### config.mk
export PLATFORM = sky130hd
export DESIGN_NAME = add64_seq
export DESIGN_NICKNAME = d
export VERILOG_FILES = /design/src/rtl/add64_seq.sv
export SDC_FILE = /design/constraint.sdc
export NUM_CORES = 1
export LEC_CHECK = 0
export BUFFER_PORTS_ARGS = -buffer_cell sky130_fd_sc_hd__buf_4
export CAP_MARGIN = 20
export CORE_MARGIN = 1.5
export CORE_UTILIZATION = 60
export DETAILED_ROUTE_END_ITERATION = 12
export PLACE_DENSITY = 0.91
export SLEW_MARGIN = 20
export SYNTH_ARGS = -nofsm -noshare
export SYNTH_HDL_FRONTEND = slang
export SYNTH_HIERARCHICAL = 1
export SYNTH_SLANG_ARGS = --single-unit
### constraint.sdc
create_clock -name clk -period 11.6 [get_ports clk]
set_input_delay 1.16 -clock clk [delete_from_list [all_inputs] [get_ports clk]]
set_output_delay 1.16 -clock clk [all_outputs]
set_load 0.005 [all_outputs]
### src/rtl/add64_seq.sv
// Two-cycle 64-bit adder/subtractor: one 32-bit carry-lookahead adder reused
// for the low word, then the high word, with a registered inter-word carry.

module cla_32 (
  input  logic [31:0] a,
  input  logic [31:0] b,
  input  logic        c_in,
  output logic [31:0] s,
  output logic        g_out,
  output logic        p_out
);

  logic [31:0] g;
  logic [31:0] p;
  logic [31:0] c;
  logic [7:0]  gg;
  logic [7:0]  gp;
  logic        grp_c;
  logic        bit_c;
  logic        acc_g;
  logic        acc_p;

  always_comb begin
    g     = a & b;
    p     = a ^ b;
    gg    = '0;
    gp    = '0;
    c     = '0;
    grp_c = c_in;
    bit_c = 1'b0;
    acc_g = 1'b0;
    acc_p = 1'b1;

    // 4-bit group generate/propagate, independent of any carry-in
    for (int unsigned j = 0; j < 8; j++) begin
      for (int unsigned i = 0; i < 4; i++) begin
        gg[j] = g[4*j+i] | (p[4*j+i] & gg[j]);
      end
      gp[j] = &p[4*j +: 4];
    end

    // Group carries from the lookahead terms, then bit carries inside each group
    for (int unsigned j = 0; j < 8; j++) begin
      bit_c = grp_c;
      for (int unsigned i = 0; i < 4; i++) begin
        c[4*j+i] = bit_c;
        bit_c    = g[4*j+i] | (p[4*j+i] & bit_c);
      end
      grp_c = gg[j] | (gp[j] & grp_c);
      acc_g = gg[j] | (gp[j] & acc_g);
      acc_p = acc_p & gp[j];
    end

    s     = p ^ c;
    g_out = acc_g;
    p_out = acc_p;
  end

endmodule

module add64_seq (
  input  logic        clk,
  input  logic        rst_n,
  input  logic        in_valid,
  output logic        in_ready,
  input  logic        op_sub,
  input  logic [63:0] a,
  input  logic [63:0] b,
  output logic        out_valid,
  input  logic        out_ready,
  output logic [63:0] sum,
  output logic        c_out,
  output logic        ovf
);

  typedef enum logic [1:0] {IDLE, LO, HI, DONE} state_t;

  state_t      state;
  state_t      state_nxt;
  logic [63:0] a_r;
  logic [63:0] bx_r;
  logic        sub_r;
  logic        k_r;
  logic        accept;

  logic [31:0] cla_a;
  logic [31:0] cla_b;
  logic [31:0] cla_s;
  logic        cla_cin;
  logic        cla_g;
  logic        cla_p;
  logic        cla_cout;

  cla_32 u_cla (
    .a     (cla_a),
    .b     (cla_b),
    .c_in  (cla_cin),
    .s     (cla_s),
    .g_out (cla_g),
    .p_out (cla_p)
  );

  always_ff @(posedge clk or negedge rst_n) begin
    if (!rst_n) state <= IDLE;
    else        state <= state_nxt;
  end

  always_comb begin
    state_nxt = state;
    in_ready  = 1'b0;
    out_valid = 1'b0;
    unique case (state)
      IDLE: begin
        in_ready = 1'b1;
        if (in_valid) state_nxt = LO;
      end
      LO:   state_nxt = HI;
      HI:   state_nxt = DONE;
      DONE: begin
        out_valid = 1'b1;
        if (out_ready) state_nxt = IDLE;
      end
      default: state_nxt = IDLE;
    endcase
  end

  assign accept = in_valid & in_ready;

  always_comb begin
    cla_a   = a_r[31:0];
    cla_b   = bx_r[31:0];
    cla_cin = sub_r;
    if (state == HI) begin
      cla_a   = a_r[63:32];
      cla_b   = bx_r[63:32];
      cla_cin = k_r;
    end
    cla_cout = cla_g | (cla_p & cla_cin);
  end

  // Operand B is stored already inverted for subtract; the +1 enters as c_in in LO
  always_ff @(posedge clk or negedge rst_n) begin
    if (!rst_n) begin
      a_r   <= '0;
      bx_r  <= '0;
      sub_r <= 1'b0;
      k_r   <= 1'b0;
      sum   <= '0;
      c_out <= 1'b0;
      ovf   <= 1'b0;
    end else begin
      if (accept) begin
        a_r   <= a;
        bx_r  <= op_sub ? ~b : b;
        sub_r <= op_sub;
      end
      if (state == LO) begin
        sum[31:0] <= cla_s;
        k_r       <= cla_cout;
      end
      if (state == HI) begin
        sum[63:32] <= cla_s;
        c_out      <= cla_cout;
        ovf        <= (a_r[63] == bx_r[63]) & (cla_s[31] != a_r[63]);
      end
    end
  end

endmodule

==> results of run 1 <==
stage by stage:
step / cell area, um^2 / hold WS, ns / total power, mW
floorplan: 10500 / 0.444 / 2.95
global placement: 11900 / 0.456 / 3.50
detailed placement: 11900 / 0.467 / 3.61
CTS: 12500 / 0.484 / 4.26
global route: 12500 / 0.498 / 4.56
finish: 12500 / 0.482 / 4.24
cell families (layout without fill, tap and decap cells):
family                   Yosys count  in the layout
flip-flops                       198            198
multiplexers                     195            195
AO/OA/AOI/OAI                    112            112
AND/OR/NAND/NOR                   98             98
XOR/XNOR                          72             72
adder cells (fa/ha/maj)           60             60
buffers and inverters             55            246
where the power goes:
group	switching (mW)	total [mW]	internal, mW
Combinational	1.12	2.37	1.25
Clock	0.265	0.608	0.343
Sequential	0.207	1.26	1.06
metal layers:
metal	vias up	share of wire, %
met5	-	0
met4	0	1.5
met3	22	3.7
met2	165	50
met1	3310	45
li1	3098	-
cells in the final DEF, fill, tap and decap left out, types with 11 or more instances in the layout:
master     instances
buf_4            202
dfrtp_1          198
mux2_2           130
nand2_1           76
mux2_4            65
xnor2_1           64
o21ai_0           61
ha_1              34
a21oi_1           24
fa_1              24
clkbuf_16         17
inv_1             11
sequential cells by signal, summed over array words and instances, names as in the netlist:
signal and flops:
ovf 1, c_out 1, k_r 1, sub_r 1
a_r 64, bx_r 64, state 2, sum 64
final cells by class:
cell class | count | share of cell area (%)
Inverter | 11 | 0.330
Clock inverter | 13 | 1.36
Timing Repair Buffer | 203 | 12.2
Tap cell | 225 | 2.25
Sequential cell | 198 | 39.6
Clock buffer | 19 | 3.46
Multi-Input combinational cell | 537 | 40.7
Yosys cell counts, drive strengths merged:
cell    number  area share [%]
dfrtp      198              47
mux2       195              23
nand2       77             2.8
o21ai       77             3.9
xnor2       64             5.3
buf         39             4.2
ha          36             4.3
a21oi       26             1.3
fa          24             4.6
inv         11            0.39
xor2         8            0.67
nor2         7            0.25
nand4        6            0.42
clkbuf       5            0.18
a21o         3            0.21
and4         2            0.18
or3          2            0.12
a221oi       1            0.14
a22o         1           0.083
and3b        1           0.083
nand3        1           0.048
nor2b        1           0.060
nor4         1           0.060
o21a         1           0.071
o21bai       1           0.071
o221ai       1            0.14
o32a         1           0.095
worst max-delay path: cells and delay by family, from the launching register on:
family / cells / cell delay [ns]
AO/OA/AOI/OAI: 8 / 1.31
multiplexers: 1 / 0.45
flip-flops: 1 / 0.42
buffers and inverters: 2 / 0.91
XOR/XNOR: 1 / 0.30
AND/OR/NAND/NOR: 1 / 0.22
adder cells (fa/ha/maj): 5 / 2.03
worst max-delay path by stage:
stage	depth (start not counted)	slack (ns)	start	end
detailed placement	18	5.86	state[0]	ovf
finish	18	5.77	state[0]	ovf
CTS	18	5.85	state[0]	ovf
floorplan	20	7.19	state[0]	ovf
global placement	18	5.98	state[0]	ovf
global route	18	5.43	state[0]	ovf
==> impl_metrics.json, run 1 <==
{
  "status": "finished clean",
  "grtUsageMet2_pct": 40.6,
  "min_to": "bx_r[24]",
  "crit_arrival_ns": 6.11,
  "timing.rr.start": "state[0]",
  "avgSynthCellArea_um2": 13.3,
  "nFillCells": 1102,
  "drv_slew": 0,
  "drt_wl_total_um": 21900,
  "multi_input_area_mm2": 0.00509,
  "drc": 0,
  "hold_viol_final": 0,
  "viasPerCell": 5.47,
  "min_period_ns": 5.83,
  "synthAdderAreaFrac_pct": 8.85,
  "dr.pass1.iters": 6,
  "synth-simple-area-share_pct": 3.99,
  "syn-cell-area_mm2": 0.0105,
  "pre_cts_ws_ns": 5.86,
  "max_freq_mhz": 172,
  "layoutNonFillerInstCount": 1206,
  "power_leakage_nw": 5.92,
  "drt-initial-drc-count": 431,
  "path_max_fanout": 67,
  "clk_path_buf_depth": 2,
  "synth_cell_type_count": 37,
  "synth_nets": 983,
  "start_kind": "flop",
  "muxShareOfSynthArea_pct": 23.2,
  "met1_usage_pct": 34.1,
  "ff_latch_area_mm2": 0.00495,
  "yosys_warnings": 6,
  "gr-usage-met3_pct": 3.78,
  "cp-end-kind": "flop",
  "drive_gt1_share_pct": 45.4,
  "ys_seq_elements": 198,
  "portBuffers": 200,
  "cp.required_ns": 11.88,
  "rsz0062_at_grt": "no",
  "grt_use_total_pct": 24.8,
  "routed-via-count": 6595,
  "clock_skew_ns": 0.0117,
  "clkTransAtPathRegs_ns": 0.07,
  "max_slew_margin_pct": 26.7,
  "fin_tns_setup_ns": 0,
  "ff2ff_setup_slack_ns": 5.77,
  "critPathSlowestCell": "buf_4",
  "die_h_um": 135,
  "grt.busiest_layer": "met2",
  "num_antenna_cells": 0,
  "pin_count": 201,
  "post_cts_resize_count": 0,
  "timing.final.crit_share_pct": 50.3,
  "grt_max_degree": 124,
  "hpwl_um": 15100,
  "synth_compound_area_share_pct": 6.08,
  "reg2reg_to": "ovf",
  "cts-htree-levels": 4,
  "grt_pass1_vias": 6848,
  "syn_to_final_growth_pct": 18.8,
  "min-delay-start": "bx_r[24]",
  "maxCapViolations": 0,
  "synth_top_family_by_area": "multiplexers",
  "chipWidth_um": 135,
  "core_region_area_mm2": 0.0172,
  "ys_seq_area_share_pct": 47.1,
  "die-area_mm2": 0.0183,
  "root_buffer": "clkbuf_16",
  "syn_inst": 790,
  "ctsHoldBuffers": 0,
  "cts.sinks": 198,
  "whs_path_depth": 2,
  "final_antenna_net_count": 0,
  "rows": 48,
  "clock_latency_ns": 0.43,
  "worstPathCellList": "inv_1 > ha_4 > buf_4 > mux2_2 > ha_1 > a21oi_1 > o21ai_1 > a221oi_2 > o21ai_2 > a21oi_2 > o21ai_2 > fa_1 > fa_1 > fa_1 > xor2_1 > and3b_1 > a21oi_1 > a21oi_1",
  "cts_buffers": 17,
  "cts_tree": "done",
  "gp_congestion": 0.799,
  "grt_pass1_wl_um": 35100,
  "routedWlPerCell_um": 18.1,
  "postCtsSetupRepairBufs": 0,
  "hold_path.class": "flop to flop",
  "numPlacedInstances": 1174,
  "timing_worst_setup_path_type": "flop to flop",
  "overflow": 0,
  "start_util_pct": 61.0,
  "synthXorXnorAreaFrac_pct": 6.00,
  "final_util_pct": 72.5,
  "setup_ws_ns": 5.77,
  "power_density_mw_per_mm2": 339,
  "ir_drop_mv": 0.268,
  "finalNetCount": 1161,
  "r2r_cells": 18,
  "antenna_found_initial": 0,
  "critPathMaxStageDelay_ns": 0.78,
  "worst_pin_slew_ns": 1.10,
  "setup_viol": 0
}
Note: power is estimated with default switching activity, not from simulation.
==> inputs of run 2 (changes only) <==
Settings changed: ABC_AREA set to 1, CORE_UTILIZATION 60 to 51, PLACE_DENSITY 0.91 to 0.82.
Clock period 11.6 ns to 4.85 ns, I/O delays scaled along.
==> run 2 against run 1 <==
- sequential share of layout area barely moved
- synthesized area fell by 1.6%
- synthesized cell count rose by 55%
- critical path type unchanged
- worst hold slack got worse by 0.40 ns
- routed wire length rose by 20%
- critical path depth rose by 9
- sequential power rose by 130%
- power rose by 120%
- register-to-register slack got worse by 5.4 ns
==> impl_metrics.json, run 2 <==
{
  "status": "finished clean",
  "ff2ff_setup_slack_ns": 0.37,
  "endpoint": "ovf",
  "power_density_mw_per_mm2": 758,
  "reg2reg_to": "ovf",
  "worst_pin_slew_ns": 1.17,
  "cts-htree-levels": 4,
  "cts_buffers": 17,
  "clk_path_buf_depth": 2,
  "clock_skew_ns": 0.00875,
  "grtUsageMet2_pct": 38.8,
  "grt_pass1_vias": 8337,
  "drt_wl_total_um": 26300,
  "drv_slew": 0,
  "portBuffers": 200,
  "cts_tree": "done",
  "power.total_mw": 9.48,
  "avgSynthCellArea_um2": 8.45,
  "fin_tns_setup_ns": 0,
  "routedWlPerCell_um": 15.9,
  "synth_area_leaders": "dfrtp_1 (48%), nand2_1 (22%), xnor2_1 (5.4%)",
  "grt.busiest_layer": "met2",
  "routed-via-count": 8618,
  "pre_cts_ws_ns": 0.221,
  "setup_ws_ns": 0.375,
  "ys_seq_elements": 198,
  "antenna_found_initial": 1,
  "cts.sinks": 198,
  "timing.rr.start": "state[0]",
  "min_period_ns": 4.48,
  "final_antenna_net_count": 0,
  "dr.pass1.iters": 5,
  "synth_top_area_share_pct": 47.9,
  "synth-edff-count": 0,
  "core_region_area_mm2": 0.0197,
  "grt_use_total_pct": 25.2,
  "met1_usage_pct": 36.4,
  "path_max_fanout": 49,
  "drt-initial-drc-count": 833,
  "grt_pass1_wl_um": 42500,
  "drive_gt1_share_pct": 18.4,
  "viasPerCell": 5.19,
  "power_leakage_nw": 6.71,
  "max_freq_mhz": 223,
  "hpwl_um": 18600,
  "setup_viol": 0,
  "drc": 0,
  "rows": 51,
  "r2r_cells": 27,
  "timing_worst_setup_path_type": "flop to flop",
  "hold_path.class": "primary input to async pin",
  "gr-usage-met3_pct": 3.86,
  "cp.required_ns": 5.20,
  "root_buffer": "clkbuf_16",
  "grt_max_degree": 196,
  "maxCapViolations": 0,
  "ctsHoldBuffers": 0,
  "cp-end-kind": "flop",
  "syn_to_final_growth_pct": 20.7,
  "pin_count": 201,
  "synth_nets": 1418,
  "max_slew_margin_pct": 21.8,
  "final_cell_mix": "nand2_1 (598), buf_4 (204), dfrtp_1 (198), nand3_1 (69), xnor2_1 (64)",
  "layout_commonest_cell": "nand2_1",
  "clock_latency_ns": 0.44,
  "yosys_warnings": 6,
  "synth_cell_type_count": 31,
  "reg_top3": "a_r (64), bx_r (64), sum (64)",
  "start_util_pct": 52.7,
  "final_util_pct": 63.6,
  "finalNetCount": 1574,
  "die-area_mm2": 0.0212,
  "start_kind": "flop",
  "clkTransAtPathRegs_ns": 0.07,
  "yosysMostFrequentCell": "nand2_1",
  "crit_start": "state[0]",
  "timing.final.crit_share_pct": 92.3,
  "rsz0062_at_grt": "no",
  "ff_latch_area_mm2": 0.00495,
  "crit_arrival_ns": 4.83,
  "ys_seq_area_share_pct": 47.9,
  "nFillCells": 1668,
  "chipWidth_um": 145,
  "syn_inst": 1225,
  "synthFlopType": "dfrtp_1",
  "syn-cell-area_mm2": 0.0103,
  "layoutNonFillerInstCount": 1660,
  "numPlacedInstances": 1626,
  "hold_viol_final": 0,
  "yosysTopAreaCell": "dfrtp_1",
  "overflow": 0,
  "gp_congestion": 0.852,
  "die_h_um": 145,
  "async_reset_ff_share_pct": 100,
  "synth_common_cells": "nand2_1 (598), dfrtp_1 (198), nand3_1 (69), xnor2_1 (64), o21ai_1 (49)",
  "ir_drop_mv": 0.566,
  "multi_input_area_mm2": 0.00489
}
## run 2: cell count changes in the layout (fill, tap and decap cells not counted), sizes merged, moves of 4 or more
cell	change
a21oi	-13
buf	+4
clkbuf	+4
inv	+13
mux2	-195
nand2	+535
nand3	+69
nor2	+6
o21ai	-7
## run 2: layout make-up
| type | instances | area share [%] |
|---|---|---|
| clock buffer | 22 | 3.56 |
| inverter | 28 | 0.861 |
| clock inverter | 10 | 1.18 |
| sequential | 198 | 39.7 |
| antenna | 1 | 0.0200 |
| tap | 265 | 2.65 |
| multi-input combinational | 928 | 39.1 |
| timing repair buffer | 208 | 13.0 |
## run 2: logic make-up (layout without fill, tap and decap cells)
family                     count (synthesis)  count (layout)  synth area share (%)
and+or+nand+nor                          705             705                  27.1
adders and majority gates                 60              60                  8.99
buffers and inverters                     99             268                  5.20
xor gates and xnor gates                  72              72                  6.09
AOI/OAI and AO/OA                         91              91                  4.70
DFF                                      198             198                  47.9
other                                      0               1                     0
## run 2: through the flow
stage	cell area, um^2	hold WS, ns
after floorplan	10300	0.189
after global placement	11900	0.456
after detailed placement	11900	0.458
after CTS	12500	0.120
after global routing	12500	0.134
final	12500	0.0775
## run 2: what timing repair did
item                                    4_1_cts  5_1_grt
gates resized for setup                       0        2
endpoints found under the setup margin        0        5
buffers inserted                              0        0
## run 2: worst min-delay path by stage
stage	depth (start not counted)	endpoint
floorplan	0	a_r[0]
global placement	2	a_r[23]
detailed placement	2	a_r[28]
CTS	1	a_r[58]
global route	1	bx_r[56]
finish	1	a_r[57]
## run 2: critical path, stage by stage, from the launching register on
cell and delay [ns]:
dfrtp_1 0.42, inv_1 0.14, ha_4 0.22, buf_16 0.24, nand2_1 0.08, nand2_1 0.15, ha_1 0.28, nand3_1 0.09
nand3_1 0.08, a21oi_1 0.22, nand2_2 0.12, nand2_2 0.07, nand2_2 0.06, nand2_2 0.07, nand2_2 0.07, nand2_2 0.07
nand2_2 0.06, nand2_2 0.06, nand2_2 0.07, nand2_2 0.07, nand2_2 0.05, fa_1 0.42, fa_1 0.40, fa_1 0.38
xor2_1 0.18, inv_1 0.10, nand3_1 0.08, a31oi_1 0.16
## run 2: routing by layer
metal  vias up  wire length [um]
met5         -                 0
met1      4122             12100
met3        47              1490
li1       4154                 -
met4         0               625
met2       295             12100
## run 2: power breakdown
part | internal, mW | total [mW] | leakage, nW | switching, mW
Clock | 0.816 | 1.44 | 0.275 | 0.622
Sequential | 2.45 | 2.91 | 2.48 | 0.465
Combinational | 2.01 | 5.12 | 3.96 | 3.12
